--- src/rtl/ps2_key_encoder_if.sv ---
`default_nettype none
// ============================================================================
//  Module      : ps2_key_encoder_if
//  Description : Byte-stream input and key-event output bundle for the
//                PS/2 scancode-to-key-event encoder.
//  Revision    : 1.0 - initial release
// ============================================================================
interface ps2_key_encoder_if;
    logic [7:0]  byte_in;     // received scancode byte
    logic        byte_valid;  // one-cycle strobe qualifying byte_in
    logic [10:0] ps2_key;     // {toggle, pressed, extended, code}
    logic        overflow;    // sticky event-drop flag

    // Byte source / key-event consumer side
    modport master (
        output byte_in,
        output byte_valid,
        input  ps2_key,
        input  overflow
    );

    // Encoder side
    modport slave (
        input  byte_in,
        input  byte_valid,
        output ps2_key,
        output overflow
    );
endinterface
`default_nettype wire

--- src/rtl/ps2_key_encoder.sv ---
`default_nettype none
// ============================================================================
//  Module      : ps2_key_encoder
//  Description : Turns a PS/2 set-2 scancode byte stream into toggle-format
//                key events; resolves E0/F0 prefixes, swallows Pause and
//                protocol noise, buffers events and paces output toggles.
//  Revision    : 1.0 - initial release
// ============================================================================
module ps2_key_encoder #(
    parameter int GAP        = 4,   // min clocks between toggles, 1..255
    parameter int FIFO_DEPTH = 4    // power of two, 2..16
) (
    input  wire logic         clk,
    input  wire logic         reset,
    ps2_key_encoder_if.slave  bus
);

    localparam int              c_aw       = $clog2(FIFO_DEPTH);
    localparam logic [c_aw:0]   c_depth    = (c_aw + 1)'(FIFO_DEPTH);
    localparam logic [7:0]      c_gap_load = 8'(GAP - 1);
    localparam logic [c_aw-1:0] c_ptr_one  = c_aw'(1);
    localparam logic [c_aw:0]   c_cnt_one  = (c_aw + 1)'(1);

    typedef enum logic [2:0] {
        S_IDLE    = 3'd0,
        S_EXT     = 3'd1,
        S_BRK     = 3'd2,
        S_EXT_BRK = 3'd3,
        S_PAUSE   = 3'd4
    } state_t;

    state_t          r_state, w_state_nxt;
    logic [2:0]      r_skip, w_skip_nxt;
    logic            w_push;
    logic [9:0]      w_push_data;

    logic [9:0]      r_mem [FIFO_DEPTH];
    logic [c_aw-1:0] r_wptr, r_rptr;
    logic [c_aw:0]   r_count;
    logic [7:0]      r_gap;
    logic [10:0]     r_key;
    logic            r_overflow;
    logic            w_pop, w_accept, w_fake_shift;

    // E0 12 / E0 59 are the fake-shift bytes some keyboards wrap around keys
    assign w_fake_shift = (bus.byte_in == 8'h12) || (bus.byte_in == 8'h59);

    // Decoder state register
    always_ff @(posedge clk) begin
        if (reset) begin
            r_state <= S_IDLE;
            r_skip  <= 3'd0;
        end else begin
            r_state <= w_state_nxt;
            r_skip  <= w_skip_nxt;
        end
    end

    // Decoder next state and completed-event push
    always_comb begin
        w_state_nxt = r_state;
        w_skip_nxt  = r_skip;
        w_push      = 1'b0;
        w_push_data = 10'h000;
        if (bus.byte_valid) begin
            case (r_state)
                S_IDLE: begin
                    case (bus.byte_in)
                        8'hE0: w_state_nxt = S_EXT;
                        8'hF0: w_state_nxt = S_BRK;
                        8'hE1: begin
                            w_state_nxt = S_PAUSE;
                            w_skip_nxt  = 3'd7;
                        end
                        8'h00, 8'hAA, 8'hEE, 8'hFA, 8'hFE, 8'hFF: ;
                        default: begin
                            w_push      = 1'b1;
                            w_push_data = {2'b10, bus.byte_in};
                        end
                    endcase
                end
                S_EXT: begin
                    if (bus.byte_in == 8'hF0) begin
                        w_state_nxt = S_EXT_BRK;
                    end else begin
                        w_state_nxt = S_IDLE;
                        w_push      = !w_fake_shift;
                        w_push_data = {2'b11, bus.byte_in};
                    end
                end
                S_BRK: begin
                    w_state_nxt = S_IDLE;
                    w_push      = 1'b1;
                    w_push_data = {2'b00, bus.byte_in};
                end
                S_EXT_BRK: begin
                    w_state_nxt = S_IDLE;
                    w_push      = !w_fake_shift;
                    w_push_data = {2'b01, bus.byte_in};
                end
                S_PAUSE: begin
                    // The Pause sequence body is skipped blindly; it yields a single make
                    w_skip_nxt = r_skip - 3'd1;
                    if (r_skip == 3'd1) begin
                        w_state_nxt = S_IDLE;
                        w_push      = 1'b1;
                        w_push_data = {2'b11, 8'h77};
                    end
                end
                default: w_state_nxt = S_IDLE;
            endcase
        end
    end

    // A full FIFO still takes a push when the pacer drains an entry on the same edge
    assign w_pop    = (r_count != '0) && (r_gap == 8'd0);
    assign w_accept = w_push && ((r_count != c_depth) || w_pop);

    // Event storage; contents need no reset because count gates every read
    always_ff @(posedge clk) begin
        if (w_accept) begin
            r_mem[r_wptr] <= w_push_data;
        end
    end

    // FIFO bookkeeping, output pacer and sticky overflow
    always_ff @(posedge clk) begin
        if (reset) begin
            r_wptr     <= '0;
            r_rptr     <= '0;
            r_count    <= '0;
            r_gap      <= 8'd0;
            r_key      <= 11'h000;
            r_overflow <= 1'b0;
        end else begin
            if (w_accept) begin
                r_wptr <= r_wptr + c_ptr_one;
            end
            if (w_pop) begin
                r_rptr <= r_rptr + c_ptr_one;
                r_key  <= {~r_key[10], r_mem[r_rptr]};
                r_gap  <= c_gap_load;
            end else if (r_gap != 8'd0) begin
                r_gap <= r_gap - 8'd1;
            end
            if (w_accept && !w_pop) begin
                r_count <= r_count + c_cnt_one;
            end else if (!w_accept && w_pop) begin
                r_count <= r_count - c_cnt_one;
            end
            if (w_push && !w_accept) begin
                r_overflow <= 1'b1;
            end
        end
    end

    assign bus.ps2_key  = r_key;
    assign bus.overflow = r_overflow;

endmodule
`default_nettype wire
--- src/flat_wrapper.sv ---
// flat-port wrapper written by rule: the top's interface ports become plain ports
module ps2_key_encoder_flat 
#(
    parameter int GAP        = 4,                                        
    parameter int FIFO_DEPTH = 4                          
)
  (clk, reset, bus_byte_in, bus_byte_valid, bus_ps2_key, bus_overflow);
  ps2_key_encoder_if bus_i ();
  input  wire logic clk;
  input  wire logic reset;
  input wire logic [$bits(bus_i.byte_in)-1:0] bus_byte_in;
  input wire logic [$bits(bus_i.byte_valid)-1:0] bus_byte_valid;
  output wire logic [$bits(bus_i.ps2_key)-1:0] bus_ps2_key;
  output wire logic [$bits(bus_i.overflow)-1:0] bus_overflow;
  assign bus_i.byte_in = bus_byte_in;
  assign bus_i.byte_valid = bus_byte_valid;
  assign bus_ps2_key = bus_i.ps2_key;
  assign bus_overflow = bus_i.overflow;
  ps2_key_encoder #(.GAP(GAP), .FIFO_DEPTH(FIFO_DEPTH)) u_core (.clk(clk), .reset(reset), .bus(bus_i));
endmodule
--- config.mk ---
export PLATFORM = sky130hd
export DESIGN_NAME = ps2_key_encoder_flat
export DESIGN_NICKNAME = d
export VERILOG_FILES = /design/src/rtl/ps2_key_encoder_if.sv /design/src/rtl/ps2_key_encoder.sv /design/src/flat_wrapper.sv
export SDC_FILE = /design/constraint.sdc
export NUM_CORES = 1
export LEC_CHECK = 0
export BUFFER_PORTS_ARGS = -buffer_cell sky130_fd_sc_hd__buf_4
export CAP_MARGIN = 5
export CORE_MARGIN = 2
export CORE_UTILIZATION = 40
export DETAILED_ROUTE_END_ITERATION = 7
export PLACE_DENSITY = 0.64
export RECOVER_POWER = 50
export SYNTH_ARGS = -nofsm -noshare
export SYNTH_HDL_FRONTEND = slang
export SYNTH_SLANG_ARGS = --single-unit
--- constraint.sdc ---
create_clock -name clk -period 4.3 [get_ports clk]
set_input_delay 1.29 -clock clk [delete_from_list [all_inputs] [get_ports clk]]
set_output_delay 1.29 -clock clk [all_outputs]
set_load 0.05 [all_outputs]
## Word level (Yosys, flattened, before mapping)

Memory sizes are Yosys's and may differ from the RTL's. A register that Yosys moved wholly into a read port is not among the register bits.
Index checks and enable logic that the tools add are counted.

- Bits of input ports: 11
- Register bits after elaboration: 33
- Bits in writable memories: 40
- Logic and storage cells: 80
- Memories: 1
- Output and inout bits: 12

Memories:

| name | words | bits a word | rd ports | clocked after memory_dff | write ports | RTL line | RTL |
|---|---|---|---|---|---|---|---|
| u_core.r_mem | 4 | 10 | 1 | 1 | 1 | ps2_key_encoder.sv:37 | `logic [9:0] r_mem [FIFO_DEPTH];` |

- Reductions and logical operators: 22
- Equality and inequality tests: 19
- Multiplexer cells: 22
- Bitwise operators: 1
- $add $sub $neg: 6

Operators by type and width:

| operator | count |
|---|---|
| $eq A8 B8 Y1 const B | 8 |
| $pmux W10 S5 | 1 |
| $mux W10 | 4 |
| $pmux W3 S3 | 2 |
| $logic_not A8 Y1 | 2 |
| $mux W3 | 4 |
| $reduce_or A9 Y1 | 1 |
| $eq A8 B5 Y1 const B | 1 |
| $eq A8 B7 Y1 const B | 1 |
| $reduce_bool A8 Y1 | 1 |
| $sub A8 B1 Y8 const B | 1 |
| $eq A3 B1 Y1 const B | 2 |
| $eq A3 B2 Y1 const B | 2 |
| $mux W1 | 6 |
| $mux W2 | 3 |
| $pmux W3 S2 | 1 |
| $reduce_and A3 Y1 | 2 |
| $reduce_bool A2 Y1 | 3 |
| $sub A3 B1 Y3 const B | 2 |
| $logic_and A1 B1 Y1 | 5 |
| $pmux W1 S5 | 1 |
| $add A2 B1 Y2 const B | 2 |
| $ne A4 B3 Y1 const B | 1 |
| $add A3 B1 Y3 const B | 1 |
| other kinds (10) | 13 |

## Depth between registers and ports, before layout

- Word-level depth: 11
- Depth in mapped cells: 13

## Worst setup path after synthesis

No wires, ideal clock.

- Path type: input port to flip-flop
- From: input bus_byte_in[4]
- To: register u_core.r_count[2]
- Cell stages on the path: 12
- Setup time: 0.071 ns
- Slack: 0.510 ns
- Buffers on the path: 1
- Data arrival time: 3.719 ns
- Data required time: 4.229 ns
- Path through: buf_6 o21bai_1 a2111oi_0 nor4b_2 a22oi_2 nor3_4 ha_1 inv_1 fa_1 xor2_1 or3_1 a21oi_1

- Cells in the longest elaborated chain, start to end: 10
- Elaborated cells between the ends (all ways): 24
- Those cells by class: eq/ne: 10; mux: 5; reduce/logical: 9

Ends and longest elaborated chain:

| what | RTL line | RTL |
|---|---|---|
| from (decl) | flat_wrapper.sv:11 | `input wire logic [$bits(bus_i.byte_in)-1:0] bus_byte_in;` |
| parallel branches: the longest is 4 deep, another holds $reduce_or A9 Y1 | - |  |
| $pmux W1 S5 * | ps2_key_encoder.sv:66 | `case (r_state)` |
| $mux W1 * | ps2_key_encoder.sv:65 | `if (bus.byte_valid) begin` |
| $logic_and A1 B1 Y1 * | ps2_key_encoder.sv:117 | `assign w_accept = w_push && ((r_count != c_depth) \|\| w_pop);` |
| named net u_core.w_accept | ps2_key_encoder.sv:43 | `logic w_pop, w_accept, w_fake_shift;` |
| $logic_not A1 Y1 | ps2_key_encoder.sv:148 | `end else if (!w_accept && w_pop) begin` |
| $logic_and A1 B1 Y1 | ps2_key_encoder.sv:148 |  |
| $reduce_bool A2 Y1 (no line) | - |  |
| to (signal assigned) | ps2_key_encoder.sv:147 | `r_count <= r_count + c_cnt_one;` |
| to (signal assigned) | ps2_key_encoder.sv:149 | `r_count <= r_count - c_cnt_one;` |
| to (decl) | ps2_key_encoder.sv:39 | `logic [c_aw:0] r_count;` |

Mark *: on every way through the listed nets, which the timed path passes.
A chain may end at the register's enable or synchronous reset.

## Final worst setup path

- From: input bus_byte_in[1]
- To: register u_core.r_count[1]

Same word-level chain as after synthesis.

==> flow_metrics.env <==
export IMPL_synth_edf_count=40
export IMPL_ir_drop_uv=180
export IMPL_grt_max_degree=29
export IMPL_cts_hold_buf=0
export IMPL_skew_ns=0.0151
export IMPL_stdcell_count=410
export IMPL_vias_per_cell=5.34
export IMPL_dieHeight_um=94.7
export IMPL_cts_resized=0
export IMPL_firstDrtPassIters=4
export IMPL_hold_violations=0
export IMPL_cap_violations=0
export IMPL_layout_drive_gt1_share=0.138
export IMPL_synth_nets=297
export IMPL_netlist_area_leader_share=0.365
export IMPL_grt_setup_unrepaired="no"
export IMPL_avgSynthCellArea_sq_um=11.9
export IMPL_io_pins=23
export IMPL_setup_viol=0
export IMPL_wl_per_cell_um=15.0
export IMPL_port_buffer_count=22
export IMPL_grt_pass1_wl_um=9910
export IMPL_critPathLaunchType="input pin"
export IMPL_reg2reg_slack_ns=0.79
export IMPL_syn_inst=277
export IMPL_detail_route_antenna_nets=0
export IMPL_hold_path_class="flop to flop"
export IMPL_worst_setup_path_end_kind="flop"
export IMPL_yosysSeqAreaShare=0.566
export IMPL_cts_root_buf="clkbuf_8"
export IMPL_fp_row_count=33
export IMPL_status="complete, no violations"
export IMPL_dieArea_sq_um=8970
export IMPL_regArea_sq_um=1860
export IMPL_ys_types=54
export IMPL_drt_initial_drc_count=104
export IMPL_die_w_um=94.7
export IMPL_async_flop_share=0
export IMPL_antenna_found_initial=0
export IMPL_cts_tree="done"
export IMPL_multi_input_area_sq_um=1310
export IMPL_dpl_cell_count=394
export IMPL_tightest_slew_ns=1.29
export IMPL_wl_met3_um=325
export IMPL_worstPathMaxFanout=7
export IMPL_worst_setup_path_type="input pin to flop"
export IMPL_wl_um=6140
export IMPL_synthTopCellsByArea="edfxtp_1, dfxtp_1, mux4_2"
export IMPL_fin_crit_sh=0.893
export IMPL_start_util=0.407
export IMPL_vias=2190
export IMPL_crit_arrival_ns=4.02
export IMPL_cts_made_buffers=9
export IMPL_yosys_warnings=0
export IMPL_wl_met2_um=2870
export IMPL_maxSlewViolCount=0
export IMPL_clock_latency_ns=0.35
export IMPL_worstPathRequired_ns=4.48
export IMPL_hold_depth=2
export IMPL_clkSlewWorstSetupHoldPaths_ns=0.08
export IMPL_whs_ns=0.457
export IMPL_routabilityCongestion=0.879
export IMPL_cts_path_max_buffers=2
export IMPL_synth_seq_cells=73
export IMPL_fillerInstances=794
export IMPL_hpwl_um=4170
export IMPL_grtUsageTotal=0.149
export IMPL_synthTopCellsByCount="edfxtp_1, dfxtp_1, nand2_1, nor2_1, a21oi_1"
export IMPL_min_period_ns=3.84
export IMPL_power_leakage_nw=1.25
export IMPL_remaining_drc_errors=0
export IMPL_setup_tns_ns=0
export IMPL_coreArea_sq_um=8090
export IMPL_yosysTopAreaCell="edfxtp_1"
export IMPL_rr_worst_depth=12
export IMPL_ys_flop_type="edfxtp_1"
export IMPL_maxSlewHeadroom=0.137
export IMPL_postCtsSetupRepairBufs=0
export IMPL_synth_most_common_cell="edfxtp_1"
export IMPL_synth_area_sq_um=3290
export IMPL_area_growth_pct=10.8
export IMPL_htree_levels=3
export IMPL_antenna_cells=0
export IMPL_max_clock_freq_mhz=260
export IMPL_cts_sinks=73
export IMPL_grt_overflow_total=0
export IMPL_top_layer_used="met4"
export IMPL_nets=320
export IMPL_grt_pass1_vias=1995
export IMPL_power_density_nw_per_um2=560
export IMPL_drt_met1_wl_um=2830
-- layout by cell type, fill, tap and decap left out, types with 10 or more instances in the layout --
master     n
clkbuf_8  10
inv_1     14
nand2_1   32
dfxtp_1   33
mux4_2    10
clkbuf_1  15
nor2_1    26
edfxtp_1  40
a21oi_1   17
-- worst max-delay path, stage by stage --
cell and delay [ns]:
clkbuf_1 0.13, or3_1 0.41, nor4_1 0.65, nor4b_2 0.20
a22oi_2 0.31, nor3_4 0.10, ha_1 0.24, inv_1 0.07
fa_1 0.41, mux2i_1 0.15, nor2_1 0.05
-- metrics by stage --
stage / utilization / cell area [sq um] / worst slack [ns] / total power [mW]
floorplan: - / 3290 / 0.510 / 1.45
detailed placement: 0.437 / 3540 / 0.214 / 1.62
finish: 0.451 / 3650 / 0.459 / 2.04
global placement: 0.437 / 3540 / 0.303 / 1.60
global route: 0.451 / 3650 / 0.230 / 2.18
CTS: 0.459 / 3720 / 0.600 / 2.10
-- power by group --
group	switching [mW]	internal [mW]	total, mW
Clock	0.257	0.226	0.483
Sequential	0.102	0.859	0.961
Combinational	0.359	0.239	0.599
Total	0.719	1.32	2.04
-- final cells by class --
cell class                 instances  share of cell area
clock buffer                      10              0.0377
clock inverter                     6              0.0113
inverter                          14              0.0144
multi-input combinational        179               0.358
sequential                        73               0.510
tap                              105              0.0360
timing repair buffer              23              0.0319
-- worst paths after layout --
| path | start | end |
|---|---|---|
| max reg2reg | u_core.r_gap[0]$_SDFFE_PP0P_ | u_core.r_count[1]$_SDFFE_PP0P_ |
| min reg2reg | u_core.bus.ps2_key[1]$_SDFFE_PP0P_ | u_core.bus.ps2_key[1]$_SDFFE_PP0P_ |
| min | u_core.bus.ps2_key[1]$_SDFFE_PP0P_ | u_core.bus.ps2_key[1]$_SDFFE_PP0P_ |
| max | bus_byte_in[1] | u_core.r_count[1]$_SDFFE_PP0P_ |
-- state kept, by name, indices dropped and copies added, names as in the netlist --
signal,count
u_core.r_rptr,2
u_core.r_count,3
u_core.r_state,3
u_core.bus.ps2_key,11
u_core.bus.overflow,1
u_core.r_wptr,2
u_core.r_skip,3
u_core.r_mem,40
u_core.r_gap,8
-- layer usage --
metal,GRT usage,vias to the layer above
li1,-,1067
met1,0.197,1052
met2,0.226,62
met3,0.0479,9
met4,0.0628,0
met5,0,-
-- logic make-up (layout without fill, tap and decap cells) --
group / Yosys count / count (layout) / share of synthesized area
flops: 73 / 73 / 0.566
buf+inv: 25 / 53 / 0.0331
compound gates: 50 / 50 / 0.104
mux: 14 / 14 / 0.0821
xor+xnor: 9 / 9 / 0.0239
fa+ha+maj: 9 / 9 / 0.0365
simple gates: 97 / 97 / 0.155
(Power assumes the default switching activity.)
